--- src/rtl/vga_pixel_fetch.sv ---
// vga_pixel_fetch: tracks the visible raster position behind the sync generator,
// fetches the 160x120 framebuffer (4x4 replicated) and expands colour to 24-bit RGB.
//
// Ports:
//   vga_clk, reset       : pixel clock, synchronous active-high reset
//   hs_in, vs_in         : active-low syncs from the generator
//   blank_n_in           : 1 in the visible region
//   fb_addr, fb_rd       : synchronous-read RAM port (row*160 + col)
//   fb_data              : RAM data one clock after fb_addr/fb_rd ([1:0]=R [3:2]=G [5:4]=B)
//   vga_r/g/b            : pixel colour, 2 cycles after the inputs are sampled
//   vga_hs/vs/blank_n    : syncs delayed to stay aligned with the colour
//
// Optional build macro PIXEL_FETCH_SCANLINE_EN halves the intensity of the
// last output line of every framebuffer row (CRT scanline look).

module vga_pixel_fetch #(
  parameter int H_PIXELS   = 160,
  parameter int V_PIXELS   = 120,
  parameter int SCALE_LOG2 = 2,
  parameter int ADDR_W     = 15
) (
  input  logic              vga_clk,
  input  logic              reset,
  input  logic              hs_in,
  input  logic              vs_in,
  input  logic              blank_n_in,
  output logic [ADDR_W-1:0] fb_addr,
  output logic              fb_rd,
  input  logic [7:0]        fb_data,
  output logic [7:0]        vga_r,
  output logic [7:0]        vga_g,
  output logic [7:0]        vga_b,
  output logic              vga_hs,
  output logic              vga_vs,
  output logic              vga_blank_n
);

  localparam logic [7:0] COL_MAX = 8'(H_PIXELS - 1);
  localparam logic [6:0] ROW_MAX = 7'(V_PIXELS - 1);
  localparam logic [ADDR_W-1:0] LINE_STEP = ADDR_W'(H_PIXELS);
  localparam logic [ADDR_W-1:0] BASE_MAX =
    ADDR_W'((V_PIXELS - 1) * H_PIXELS);
  localparam logic [SCALE_LOG2-1:0] SUB_MAX = '1;
  localparam logic [SCALE_LOG2-1:0] SUB_ONE = SCALE_LOG2'(1);

  function automatic logic [7:0] expand(input logic [1:0] c);
    return {c, c, c, c};
  endfunction

  // Position tracking
  logic                  frame_lock_q, frame_lock_d;
  logic [SCALE_LOG2-1:0] x_sub_q, x_sub_d;
  logic [7:0]            col_q, col_d;
  logic [SCALE_LOG2-1:0] y_sub_q, y_sub_d;
  logic [6:0]            row_q, row_d;
  logic [ADDR_W-1:0]     line_base_q, line_base_d;
  logic                  blank_d_q, blank_d_d;

  // Fetch stage
  logic [ADDR_W-1:0]     fb_addr_q, fb_addr_d;
  logic                  fb_rd_q, fb_rd_d;

  // Data stage: carries "this pixel was fetched" alongside the RAM latency
  logic                  rd_p_q, rd_p_d;

  // Sync delay line, two deep ahead of the output register
  logic                  hs1_q, hs1_d, hs2_q, hs2_d;
  logic                  vs1_q, vs1_d, vs2_q, vs2_d;
  logic                  bn1_q, bn1_d, bn2_q, bn2_d;

  // Output register
  logic [7:0]            vga_r_q, vga_r_d;
  logic [7:0]            vga_g_q, vga_g_d;
  logic [7:0]            vga_b_q, vga_b_d;
  logic                  vga_hs_q, vga_hs_d;
  logic                  vga_vs_q, vga_vs_d;
  logic                  vga_blank_n_q, vga_blank_n_d;

`ifdef PIXEL_FETCH_SCANLINE_EN
  logic                  dim1_q, dim1_d, dim2_q, dim2_d;
`endif

  logic                  blank_fall;
  logic                  unused_fb_bits;

  assign unused_fb_bits = ^fb_data[7:6];
  assign blank_fall     = blank_d_q & ~blank_n_in;

  always_comb begin
    frame_lock_d  = frame_lock_q;
    x_sub_d       = x_sub_q;
    col_d         = col_q;
    y_sub_d       = y_sub_q;
    row_d         = row_q;
    line_base_d   = line_base_q;
    blank_d_d     = blank_n_in;

    frame_lock_d  = frame_lock_q | ~vs_in;

    // Horizontal: replicate each column over 2**SCALE_LOG2 pixels
    if (!blank_n_in) begin
      x_sub_d = '0;
      col_d   = '0;
    end else begin
      x_sub_d = x_sub_q + SUB_ONE;
      if (x_sub_q == SUB_MAX && col_q != COL_MAX) begin
        col_d = col_q + 8'd1;
      end
    end

    // Vertical: vsync clear wins over an end-of-line on the same cycle
    unique case (1'b1)
      !vs_in: begin
        y_sub_d     = '0;
        row_d       = '0;
        line_base_d = '0;
      end
      vs_in && blank_fall: begin
        y_sub_d = y_sub_q + SUB_ONE;
        if (y_sub_q == SUB_MAX && row_q != ROW_MAX) begin
          row_d = row_q + 7'd1;
        end
        if (y_sub_q == SUB_MAX && line_base_q != BASE_MAX) begin
          line_base_d = line_base_q + LINE_STEP;
        end
      end
      default: ;
    endcase

    fb_addr_d = line_base_q + ADDR_W'(col_q);
    fb_rd_d   = frame_lock_d & blank_n_in;

    rd_p_d = fb_rd_q;

    hs1_d = hs_in;
    vs1_d = vs_in;
    bn1_d = blank_n_in;
    hs2_d = hs1_q;
    vs2_d = vs1_q;
    bn2_d = bn1_q;

    vga_hs_d      = hs2_q;
    vga_vs_d      = vs2_q;
    vga_blank_n_d = bn2_q;

    // rd_p_q is only set for locked, visible pixels, so it also blacks
    // out blanking and unlocked frames.
    vga_r_d = '0;
    vga_g_d = '0;
    vga_b_d = '0;
    if (rd_p_q) begin
      vga_r_d = expand(fb_data[1:0]);
      vga_g_d = expand(fb_data[3:2]);
      vga_b_d = expand(fb_data[5:4]);
    end

`ifdef PIXEL_FETCH_SCANLINE_EN
    dim1_d = (y_sub_q == SUB_MAX);
    dim2_d = dim1_q;
    if (dim2_q) begin
      vga_r_d = vga_r_d >> 1;
      vga_g_d = vga_g_d >> 1;
      vga_b_d = vga_b_d >> 1;
    end
`endif
  end

  always_ff @(posedge vga_clk) begin
    if (reset) begin
      frame_lock_q  <= 1'b0;
      x_sub_q       <= '0;
      col_q         <= '0;
      y_sub_q       <= '0;
      row_q         <= '0;
      line_base_q   <= '0;
      blank_d_q     <= 1'b0;
      fb_addr_q     <= '0;
      fb_rd_q       <= 1'b0;
      rd_p_q        <= 1'b0;
      hs1_q         <= 1'b1;
      vs1_q         <= 1'b1;
      bn1_q         <= 1'b0;
      hs2_q         <= 1'b1;
      vs2_q         <= 1'b1;
      bn2_q         <= 1'b0;
      vga_r_q       <= '0;
      vga_g_q       <= '0;
      vga_b_q       <= '0;
      vga_hs_q      <= 1'b1;
      vga_vs_q      <= 1'b1;
      vga_blank_n_q <= 1'b0;
`ifdef PIXEL_FETCH_SCANLINE_EN
      dim1_q        <= 1'b0;
      dim2_q        <= 1'b0;
`endif
    end else begin
      frame_lock_q  <= frame_lock_d;
      x_sub_q       <= x_sub_d;
      col_q         <= col_d;
      y_sub_q       <= y_sub_d;
      row_q         <= row_d;
      line_base_q   <= line_base_d;
      blank_d_q     <= blank_d_d;
      fb_addr_q     <= fb_addr_d;
      fb_rd_q       <= fb_rd_d;
      rd_p_q        <= rd_p_d;
      hs1_q         <= hs1_d;
      vs1_q         <= vs1_d;
      bn1_q         <= bn1_d;
      hs2_q         <= hs2_d;
      vs2_q         <= vs2_d;
      bn2_q         <= bn2_d;
      vga_r_q       <= vga_r_d;
      vga_g_q       <= vga_g_d;
      vga_b_q       <= vga_b_d;
      vga_hs_q      <= vga_hs_d;
      vga_vs_q      <= vga_vs_d;
      vga_blank_n_q <= vga_blank_n_d;
`ifdef PIXEL_FETCH_SCANLINE_EN
      dim1_q        <= dim1_d;
      dim2_q        <= dim2_d;
`endif
    end
  end

  assign fb_addr     = fb_addr_q;
  assign fb_rd       = fb_rd_q;
  assign vga_r       = vga_r_q;
  assign vga_g       = vga_g_q;
  assign vga_b       = vga_b_q;
  assign vga_hs      = vga_hs_q;
  assign vga_vs      = vga_vs_q;
  assign vga_blank_n = vga_blank_n_q;

endmodule
--- config.mk ---
export PLATFORM = sky130hd
export DESIGN_NAME = vga_pixel_fetch
export DESIGN_NICKNAME = d
export VERILOG_FILES = /design/src/rtl/vga_pixel_fetch.sv
export SDC_FILE = /design/constraint.sdc
export NUM_CORES = 1
export LEC_CHECK = 0
export CORE_ASPECT_RATIO = 1.25
export CORE_MARGIN = 2
export CORE_UTILIZATION = 49
export DETAILED_ROUTE_END_ITERATION = 8
export GPL_ROUTABILITY_DRIVEN = 1
export PLACE_DENSITY = 0.79
export SYNTH_ARGS = -nofsm -noshare
export SYNTH_HDL_FRONTEND = slang
export SYNTH_SLANG_ARGS = --single-unit
--- constraint.sdc ---
create_clock -name vga_clk -period 1.8 [get_ports vga_clk]
set_input_delay 0.27 -clock vga_clk [delete_from_list [all_inputs] [get_ports vga_clk]]
set_output_delay 0.27 -clock vga_clk [all_outputs]
set_load 0.01 [all_outputs]
==> run_results.csv, run 1 <==
group,metric,value,unit
clocking,worst_skew_pair.late_latency,0.30,ns
global_routing,grt-ovfl-total,0,
final_layout,mostFrequentLayoutCells,"dfxtp_1, clkdlybuf4s50_1, nor2_1",
detailed_routing,drt_wl_total,3.86,mm
timing,timing_hold_violations_final,0,
yosys,synth_top_area_frac,0.483,
global_routing,grt_first_pass_wirelength,6.39,mm
clocking,cts_buffers,5,
pwr,pwr-share-comb,0.047,
final_layout,layout-drive-gt1-share,0.0993,
global_routing,grt_pass1_vias,1403,
die,num_rows,27,
worst_setup_path,r2r-start,"line_base_q[7]",
job,drv_cap,0,
timing,relSlewSlack,0.710,
final_layout,antennaDiodeCount,0,
worst_setup_path,rr_endpoint,"fb_addr[10]",
clocking,clockBufferDepth,2,
yosys,yosys_warnings,0,
timing,tns,0,ns
hold_path,hold_end,"hs2_q",
pwr,switchingPower,432,uW
worst_setup_path,rr_worst_depth,6,
die,die_x,65.0,um
timing,finalCritPeriodShare,0.843,
worst_setup_path,crit_chain,"clkdlybuf4s50_1",
timing,max_freq,659,MHz
worst_setup_path,slowest_delay,0.57,ns
global_routing,antenna_found_initial,0,
hold_path,min_from,"hs1_q",
worst_setup_path,regToRegSetupSlack,0.30,ns
place,dp_hpwl,2.92,mm
clocking,cts_setup_buffers,0,
place,place.gp.congestion,0.780,
final_layout,stdcell_count,330,
detailed_routing,wl_per_cell,11.7,um
place,placed_cells,322,
clocking,cts_hold_buffers,0,
hold_path,hp-class,"reg -> reg",
yosys,ys_seq_elements,55,
worst_setup_path,crit_buf_inv,1,
run_status,status,"completed",
yosys,yosysTopAreaCell,"dfxtp_1",
global_routing,grt_max_degree,18,
yosys,avgSynthCellArea,9.83,um2
worst_setup_path,cp-start-kind,"flip-flop",
final_layout,layout_commonest_cell,"dfxtp_1",
die,boundaryPins,56,
timing,rsz0062_at_grt,"no",
worst_setup_path,path_delay_family,"buffers and inverters",
pwr,leakagePower,0.00106,uW
worst_setup_path,crit_slowest_cell,"clkdlybuf4s50_1",
detailed_routing,antenna_left,0,
yosys,ys_top_cells_by_area,"dfxtp_1, buf_4, xnor2_1, nor2_1, ha_1",
pwr,clkPwrFrac,0.333,
clocking,root_buffer,"clkbuf_8",
clocking,clk_pin_slew,0.09,ns
detailed_routing,vias,1620,
worst_setup_path,worstSetupEndpointType,"output port",
yosys,syn_nets,252,
detailed_routing,drt_iter0_drc,37,
clocking,cts_resized,0,
yosys,synth_cell_types,43,
pwr,pwr-share-seq,0.620,
pwr,ir_drop,0.000608,V
die,coreArea,4460,um2
worst_setup_path,crit_arrival,1.25,ns
clocking,h-tree-depth,2,
yosys,ys_seq_area_frac,0.483,
final_layout,area_delta_synth_final,24.1,%
yosys,synth_area,2280,um2
pwr,intPower,1570,uW
timing,worstMarginPinSlew,0.435,ns
yosys,synth_ff_type,"dfxtp_1",
worst_setup_path,critPathKind,"reg -> out",
die,initial_core_util,0.512,
final_layout,final_nets,291,
yosys,synthArstFlopShare,0,
place,io_buffer_count,53,
detailed_routing,first_pass_iters,4,
clocking,cts_tree,"yes",
timing,min_period,1.52,ns
timing,finalMaxSlewViolations,0,
yosys,synth-edff-count,0,
pwr,powerDensity,706,nW/um2
die,die_h,80.3,um
pwr,p_sw_frac,0.216,
worst_setup_path,crit_fanout,4,
detailed_routing,drc,0,
timing,setup_violations,0,
timing,clock_skew,0.00179,ns
detailed_routing,vias_per_cell,4.91,
clocking,cts_sinks,55,
yosys,netlist_instances,232,
global_routing,grt_use_total,0.157,
worst_setup_path,cp_data_required_time,1.53,ns
hold_path,whs_path_depth,1,
die,fp.dieArea,5220,um2
## logic make-up (layout without fill, tap and decap cells)
kind of cell | Yosys count | after routing | share of synthesized area
AO/OA/AOI/OAI | 24 | 24 | 0.0686
AND/OR/NAND/NOR | 93 | 93 | 0.236
flip-flops | 55 | 55 | 0.483
multiplexers | 2 | 2 | 0.00878
adder cells (fa/ha/maj) | 7 | 7 | 0.0384
XOR/XNOR | 20 | 20 | 0.0768
buffers and inverters | 31 | 71 | 0.0883
## sequential cells by signal, summed over array words and instances, names as in the netlist, 2 cells and up
| signal | count |
|---|---|
| fb_addr | 15 |
| line_base_q | 10 |
| col_q | 8 |
| vga_b | 2 |
| vga_g | 2 |
| vga_r | 2 |
| x_sub_q | 2 |
| y_sub_q | 2 |
## stage by stage
stage	instance area (um2)	utilization	hold slack (ns)	total power (uW)	worst slack [ns]
floorplan	2280	-	0.374	1310	0.301
global route	2830	0.635	0.436	2080	0.125
global placement	2740	0.615	0.394	1360	0.194
CTS	2830	0.635	0.414	2010	0.260
detailed placement	2740	0.615	0.394	1360	0.157
finish	2830	0.635	0.416	2000	0.282
## Yosys cell counts, types with 2 or more instances
cell type / count
a31o_1: 2
xor2_1: 7
dfxtp_1: 55
buf_4: 20
o211ai_1: 2
or2_2: 6
a21oi_1: 7
ha_1: 7
nor2_1: 30
and2_1: 8
nor2b_1: 14
nor3_1: 8
nand3_1: 5
xnor2_1: 13
mux2i_1: 2
nand2_1: 6
o21ai_1: 2
clkbuf_1: 4
inv_1: 4
o21ai_0: 5
buf_2: 2
nand2b_1: 2
## cell type report
| class | instances | area, um2 |
|---|---|---|
| inverter | 4 | 15.0 |
| multi-input combinational | 146 | 978 |
| clock buffer | 6 | 72.6 |
| tap | 58 | 72.6 |
| timing repair buffer | 59 | 576 |
| clock inverter | 2 | 16.3 |
| fill | 378 | 1630 |
| sequential | 55 | 1100 |
## routing by layer
metal	vias up	part of all wire	GRT usage	wire length, um
li1	826	-	-	-
met1	747	0.43	0.183	1660
met2	42	0.51	0.279	1980
met3	5	0.043	0.0350	167
met4	0	0.014	0.0563	54
met5	-	0	0	0
## worst max path at each step
stage / startpoint / end / slack, ns / depth (start not counted)
after global routing: col_q[6] / fb_addr[10] / 0.12 / 6
after CTS: vga_b[6] / vga_b[2] / 0.26 / 1
after floorplan: col_q[6] / fb_addr[9] / 0.30 / 5
after global placement: blank_n_in / line_base_q[14] / 0.19 / 5
final: vga_b[6] / vga_b[2] / 0.28 / 1
after detailed placement: blank_n_in / line_base_q[14] / 0.16 / 5
## power groups by stage
stage / registers [uW] / clock network (uW) / logic [uW]
6_report: 1240 / 666 / 93.4
5_1_grt: 1240 / 734 / 102
4_1_cts: 1240 / 678 / 94.5
3_5_place_dp: 1270 / 0 / 94.4
3_3_place_gp: 1270 / 0 / 91.9
2_1_floorplan: 1270 / 0 / 43.8
(Power assumes the default switching activity.)
==> run 2, diff against run 1 <==
==> constraint.sdc (replaced) <==
create_clock -name vga_clk -period 1.5 [get_ports vga_clk]
set_input_delay 0.225 -clock vga_clk [delete_from_list [all_inputs] [get_ports vga_clk]]
set_output_delay 0.225 -clock vga_clk [all_outputs]
set_load 0.01 [all_outputs]
==> run 2 against run 1 <==
Compared with the run above: clock skew is 0.0094 ns higher; combinational power is 25% higher; worst setup slack worse by 0.24 ns; global-route usage grew 0.47 points; critical path depth is the same; die area did not move; count of clock-buffer cells in the layout unchanged; sequential share of layout area shrank 2.2 points; clock power is 48% higher; sequential power grew 20%; largest power group unchanged.
==> run_results.csv, run 2 (same netlist as run 1, synthesis figures left out) <==
group,metric,value,unit
worst_setup_path,rr_worst_depth,6,
clocking,worst_skew_pair.late_latency,0.32,ns
clocking,h-tree-depth,2,
die,num_rows,27,
worst_setup_path,cp-start-kind,"flip-flop",
run_status,status,"completed",
place,placed_cells,332,
worst_setup_path,path_delay_family,"buffers and inverters",
job,drv_cap,0,
global_routing,grt-ovfl-total,0,
timing,setup_violations,0,
timing,finalMaxSlewViolations,0,
die,fp.dieArea,5220,um2
final_layout,layout_commonest_cell,"dfxtp_1",
pwr,powerDensity,857,nW/um2
die,die_h,80.3,um
detailed_routing,first_pass_iters,4,
detailed_routing,drc,0,
worst_setup_path,rr_endpoint,"fb_addr[14]",
worst_setup_path,regToRegSetupSlack,0.08,ns
worst_setup_path,r2r-start,"col_q[6]",
worst_setup_path,critPathKind,"reg -> out",
worst_setup_path,crit_arrival,1.23,ns
final_layout,area_delta_synth_final,32.3,%
timing,finalCritPeriodShare,0.973,
detailed_routing,drt_iter0_drc,45,
worst_setup_path,crit_chain,"clkdlybuf4s50_1",
die,die_x,65.0,um
detailed_routing,drt_wl_total,4.14,mm
pwr,leakagePower,0.00137,uW
timing,max_freq,685,MHz
timing,timing_hold_violations_final,0,
timing,relSlewSlack,0.755,
clocking,clk_pin_slew,0.10,ns
pwr,ir_drop,0.000780,V
final_layout,stdcell_count,340,
detailed_routing,vias,1658,
clocking,cts_hold_buffers,0,
hold_path,hp-class,"reg -> reg",
clocking,cts_sinks,55,
worst_setup_path,slowest_delay,0.55,ns
detailed_routing,antenna_left,0,
final_layout,mostFrequentLayoutCells,"dfxtp_1, clkdlybuf4s50_1, nor2_1",
final_layout,antennaDiodeCount,0,
place,dp_hpwl,3.00,mm
hold_path,hold_end,"vga_vs_d",
final_layout,largest_reg_flops,15,
place,io_buffer_count,53,
detailed_routing,vias_per_cell,4.88,
place,place.gp.congestion,0.797,
worst_setup_path,crit_buf_inv,1,
clocking,clockBufferDepth,2,
hold_path,whs_path_depth,1,
timing,clock_skew,0.0112,ns
global_routing,antenna_found_initial,0,
global_routing,grt_use_total,0.161,
global_routing,grt_first_pass_wirelength,6.49,mm
clocking,root_buffer,"clkbuf_8",
worst_setup_path,crit_slowest_cell,"clkdlybuf4s50_1",
die,coreArea,4460,um2
hold_path,min_from,"vs1_q",
final_layout,final_core_util,0.677,
timing,min_period,1.46,ns
timing,worstMarginPinSlew,0.367,ns
worst_setup_path,cp_data_required_time,1.27,ns
global_routing,grt_pass1_vias,1517,
detailed_routing,wl_per_cell,12.2,um
final_layout,nFillCells,363,
final_layout,final_nets,301,
global_routing,grt_max_degree,18,
die,initial_core_util,0.512,
final_layout,layout-drive-gt1-share,0.181,
worst_setup_path,crit_fanout,4,
worst_setup_path,worstSetupEndpointType,"output port",
die,boundaryPins,56,
clocking,cts_setup_buffers,0,
clocking,cts_buffers,5,
clocking,cts_tree,"yes",
run 2: layer usage:
metal | wire length (um) | track usage
met2 | 2140 | 0.289
met3 | 216 | 0.0462
met4 | 104 | 0.0854
met1 | 1680 | 0.170
met5 | 0 | 0
run 2: cell type report:
class | count | area [um2] | share of cell area
multi-input combinational | 146 | 1030 | 0.341
inverter | 4 | 15.0 | 0.00498
clock inverter | 2 | 38.8 | 0.0129
timing repair buffer | 69 | 681 | 0.226
clock buffer | 6 | 72.6 | 0.0240
sequential | 55 | 1110 | 0.367
tap | 58 | 72.6 | 0.0240
run 2: power by group:
part	leakage, uW	switching, uW	internal, uW	total (uW)
clock network	0.0000558	479	505	983
logic	0.000861	47.4	69.4	117
registers	0.000449	7.56	1480	1490
run 2: what timing repair did:
action | 4_1_cts | 5_1_grt
gates cloned | 0 | 0
pin swaps | 0 | 1
setup endpoints to repair | 6 | 34
resized for setup | 3 | 27
endpoints found under the hold margin | 0 | 0
run 2: worst max path at each step:
stage / start / to / slack, ns / cells past startpoint
2_1_floorplan: col_q[6] / fb_addr[9] / 0.001 / 5
3_3_place_gp: blank_n_in / line_base_q[14] / -0.02 / 5
3_5_place_dp: blank_n_in / line_base_q[14] / -0.05 / 5
4_1_cts: vga_r[6] / vga_r[0] / 0.006 / 1
5_1_grt: vga_r[6] / vga_r[2] / -0.007 / 1
6_report: vga_b[6] / vga_b[4] / 0.04 / 1
run 2: through the flow:
stage | total power [uW] | hold slack [ns] | TNS [ns] | instance area, um2 | worst slack [ns]
floorplan | 1570 | 0.329 | 0 | 2280 | 0.00147
global placement | 1640 | 0.395 | -0.0245 | 2820 | -0.0245
detailed placement | 1640 | 0.396 | -0.0688 | 2820 | -0.0452
CTS | 2600 | 0.423 | 0 | 2930 | 0.00622
global route | 2670 | 0.436 | -0.0160 | 3020 | -0.00736
finish | 2590 | 0.420 | 0 | 3020 | 0.0405
==> run 3, diff against run 2 <==
--- a/config.mk
+++ b/config.mk
@@ -5,6 +5,7 @@
 export SDC_FILE = /design/constraint.sdc
 export NUM_CORES = 1
 export LEC_CHECK = 0
+export ABC_CLOCK_PERIOD_IN_PS = 1500
 export CORE_ASPECT_RATIO = 1.25
 export CORE_MARGIN = 2
 export CORE_UTILIZATION = 49
==> results of run 3 <==
Final layout, timing and power as in run 2 (identical DEF).
==> RTL change 1: new RTL, flow settings as in run 1 <==
Set the parameter `SCALE_LOG2` to 3 (it was 2). Comments in the files are not updated.
--- a/src/rtl/vga_pixel_fetch.sv
+++ b/src/rtl/vga_pixel_fetch.sv
@@ -16,7 +16,7 @@
 module vga_pixel_fetch #(
   parameter int H_PIXELS   = 160,
   parameter int V_PIXELS   = 120,
-  parameter int SCALE_LOG2 = 2,
+  parameter int SCALE_LOG2 = 3,
   parameter int ADDR_W     = 15
 ) (
   input  logic              vga_clk,
Check against the original RTL: not equivalent (Yosys sat finds a counterexample within 10 cycles, from zero or initial values and one cycle with reset high).
==> RTL change 1 against run 1 <==
Design area is 4.7% higher; sequential cell count up 2; utilization up 3.5 points; sequential power rose by 3%; largest power group unchanged; wire length increased by 1.0%; area after synthesis shrank 0.44%; power rose by 26%; critical path type is now reg -> reg; setup slack worse by 0.12 ns.
==> RTL change 1: results (changes against run 1) <==
metric	value	unit	change
htreeDepth	3		+1
status	complete, no violations		
ir_drop	0.0006218	V	+2.3%
synth_common_cells	57 x dfxtp_1, 25 x nor2_1, 20 x buf_4, 14 x a21oi_1, 14 x xnor2_1		
place_area	2765	µm²	+0.82%
ys_top_cells_by_area	dfxtp_1 50%, buf_4 6.6%, xnor2_1 5.4%		
cts_made_buffers	9		+4
antenna_found_initial	0		unchanged
dpl.cell_count	323		+0.31%
synth.distinct_cells	37		-14%
grt_pass1_vias	1561		+11%
wl	3900	µm	+1.0%
drive_gt1_frac	0.1139		+0.01461
crit_arrival	1.89	ns	+0.64 ns
drt-wirelength-per-cell	11.50	µm	-1.6%
dp_slack	0.04302	ns	-0.1137 ns
drtIter0Drc	38		+2.7%
dp_hpwl	2814	µm	-3.5%
track_usage	0.1729		+0.01625
netlist_instances	230		-0.86%
worstPathMaxFanout	6		+2
routabilityCongestion	0.7893		+1.2%
num-nets-final	298		+2.4%
seq_area_frac_synth	0.5025		+0.01976
max-slew-margin-rel	0.7174		+0.007268
yosys_warnings	0		unchanged
worstHoldStart	vs1_q$_SDFF_PP1_		
clkTransAtPathRegs	0.06	ns	-0.03 ns
grt_start_max_net_pins	18		unchanged
async_reset_ff_frac	0		unchanged
dr_total_vias	1676		+3.5%
grt_pass1_wl	6699	µm	+4.9%
fin_worst_skew	0.007367	ns	+0.005581 ns
[RTL change 1: changes by cell type after synthesis, moves of 4 or more]
cell	change
a21oi_1	+7
o21ai_0	+4
nor2_1	-5
xor2_1	-4
or4_1	+4
[RTL change 1: cell families after synthesis]
group / count (synthesis) / share of synthesized area
AOI/OAI and AO/OA: 28 / 0.06612
xor gates and xnor gates: 17 / 0.06557
adders and majority gates: 9 / 0.04959
buffers and inverters: 27 / 0.07823
DFF: 57 / 0.5025
muxes: 2 / 0.008816
and+or+nand+nor: 90 / 0.2292
[RTL change 1: worst max-delay path: stages (launching register included)]
cell     delay (ns)
dfxtp_1        0.35
ha_1           0.36
a21oi_2        0.11
and2_1         0.19
or4_1          0.39
a21oi_1        0.16
[RTL change 1: repair_timing]
action | 4_1_cts | 5_1_grt
buffers inserted | 0 | 0
hold endpoints to repair | 0 | 0
gates resized for setup | 0 | 1
endpoints found under the setup margin | 0 | 3
[RTL change 1: final timing paths]
| path | to | slack (ns) | depth (start not counted) |
|---|---|---|---|
| max reg2reg | fb_addr[14]$_SDFF_PP0_ | 0.17 | 5 |
| max | fb_addr[14]$_SDFF_PP0_ | 0.17 | 5 |
| min | vga_vs_d$_SDFF_PP1_ | 0.41 | 1 |
| min reg2reg | vga_vs_d$_SDFF_PP1_ | 0.41 | 1 |
[RTL change 1: final cells by class]
cell class	instances	area [µm²]
Sequential cell	57	1141
Tap cell	58	72.57
Clock buffer	10	137.6
Fill cell	368	1461
Multi-Input combinational cell	146	955.9
Inverter	3	11.26
Clock inverter	6	57.56
Timing Repair Buffer	59	588.1
[RTL change 1: routing by layer]
metal,global-route usage,share of wire,vias up
li1,-,-,857
met1,0.1805,0.44,755
met2,0.2887,0.46,55
met3,0.05882,0.071,9
met4,0.1213,0.030,0
met5,0,0,-
[RTL change 1: report_power, final]
| part | switching (mW) | internal (mW) |
|---|---|---|
| Sequential | 0.00603 | 1.28 |
| Combinational | 0.0376 | 0.0555 |
| Clock | 0.482 | 0.665 |
==> RTL change 2: new RTL, flow settings as in run 1 <==
Made on the original files. Remove the register `fb_addr_q`: a continuous assignment takes its place, so the output `fb_addr` follows one clock earlier.
--- a/src/rtl/vga_pixel_fetch.sv
+++ b/src/rtl/vga_pixel_fetch.sv
@@ -174,7 +174,6 @@
       row_q         <= '0;
       line_base_q   <= '0;
       blank_d_q     <= 1'b0;
-      fb_addr_q     <= '0;
       fb_rd_q       <= 1'b0;
       rd_p_q        <= 1'b0;
       hs1_q         <= 1'b1;
@@ -201,7 +200,6 @@
       row_q         <= row_d;
       line_base_q   <= line_base_d;
       blank_d_q     <= blank_d_d;
-      fb_addr_q     <= fb_addr_d;
       fb_rd_q       <= fb_rd_d;
       rd_p_q        <= rd_p_d;
       hs1_q         <= hs1_d;
@@ -223,6 +221,8 @@
     end
   end
 
+  assign fb_addr_q = fb_addr_d;
+
   assign fb_addr     = fb_addr_q;
   assign fb_rd       = fb_rd_q;
   assign vga_r       = vga_r_q;
Check against the original RTL: not equivalent (a bounded check fails within 10 cycles, from zero or initial values and one cycle with reset high).
==> RTL change 2 against run 1 <==
The run now ends with design-rule violations, negative setup slack left; wire length shrank 5.7%; area after synthesis down 19%; sequential cell count decreased by 15; worst hold slack got worse by 0.0014 ns; clock skew increased by 0.0053 ns; power is 13% lower; first-iteration DRC count decreased by 19%; sequential power is 27% lower; clock power up 12%; non-clock buffer count grew 20; design area fell by 9.9%; combinational power down 9.9%; setup slack got worse by 0.64 ns.
==> RTL change 2: results (changes against run 1) <==
metric	value	unit	change
drive_gt1_frac	0.2500		+0.1507
cts_resized	44		+44
synth-xor-area-share	0.08566		+0.008860
violations	design-rule violations, negative setup slack		
r2r-start	col_q[6]$_SDFFE_PP0P_		
track_usage	0.1818		+0.02520
seq_power	0.907	mW	-27%
grt_pass1_vias	1359		-3.1%
drc	4		+4
clkbuf_count	5		-1
setup_ws	-0.3556	ns	-0.6380 ns
wl_met2	1850	µm	-6.6%
die_w	58.82	µm	-9.6%
multi_input_area_share	0.3386		-0.006992
drtPass1Iterations	6		+2
place_area	2384	µm²	-13%
wl_met3	185	µm	+11%
instances_no_fill	295		-11%
fin_worst_skew	0.007068	ns	+0.005283 ns
finalSetupViolCount	8		+8
buf_share	0.2743		+0.07102
ys_top_cells_by_area	dfxtp_1 44%, buf_4 8.6%, xnor2_1 5.2%		
crit_slowest_cell	dfxtp_2		
seq_area_frac_synth	0.4351		-0.04764
inverters_excl_clock	5		+1
num-multi-input-gates	124		-15%
status	finished with violations		
sh_seq_area	0.3155		-0.07336
worstPathMaxFanout	3		-1
cts_setup_buffers	6		+6
slowest_delay	0.34	ns	-0.23 ns
==> RTL change 2: metal layers <==
metal / GRT usage / vias to the layer above
met5: 0 / -
met4: 0.09848 / 0
met3: 0.04991 / 8
met2: 0.3173 / 33
met1: 0.1944 / 687
li1: - / 752
==> RTL change 2: how the worst max path moves through the flow <==
| stage | startpoint | endpoint | slack, ns |
|---|---|---|---|
| 2_1_floorplan | col_q[6]$_SDFFE_PP0P_ | fb_addr[13] | 0.04 |
| 3_3_place_gp | col_q[6]$_SDFFE_PP0P_ | fb_addr[9] | -0.41 |
| 3_5_place_dp | col_q[6]$_SDFFE_PP0P_ | fb_addr[9] | -0.45 |
| 4_1_cts | line_base_q[6]$_SDFFE_PP0P_ | fb_addr[11] | -0.33 |
| 5_1_grt | line_base_q[6]$_SDFFE_PP0P_ | fb_addr[9] | -0.43 |
| 6_report | line_base_q[6]$_SDFFE_PP0P_ | fb_addr[9] | -0.36 |
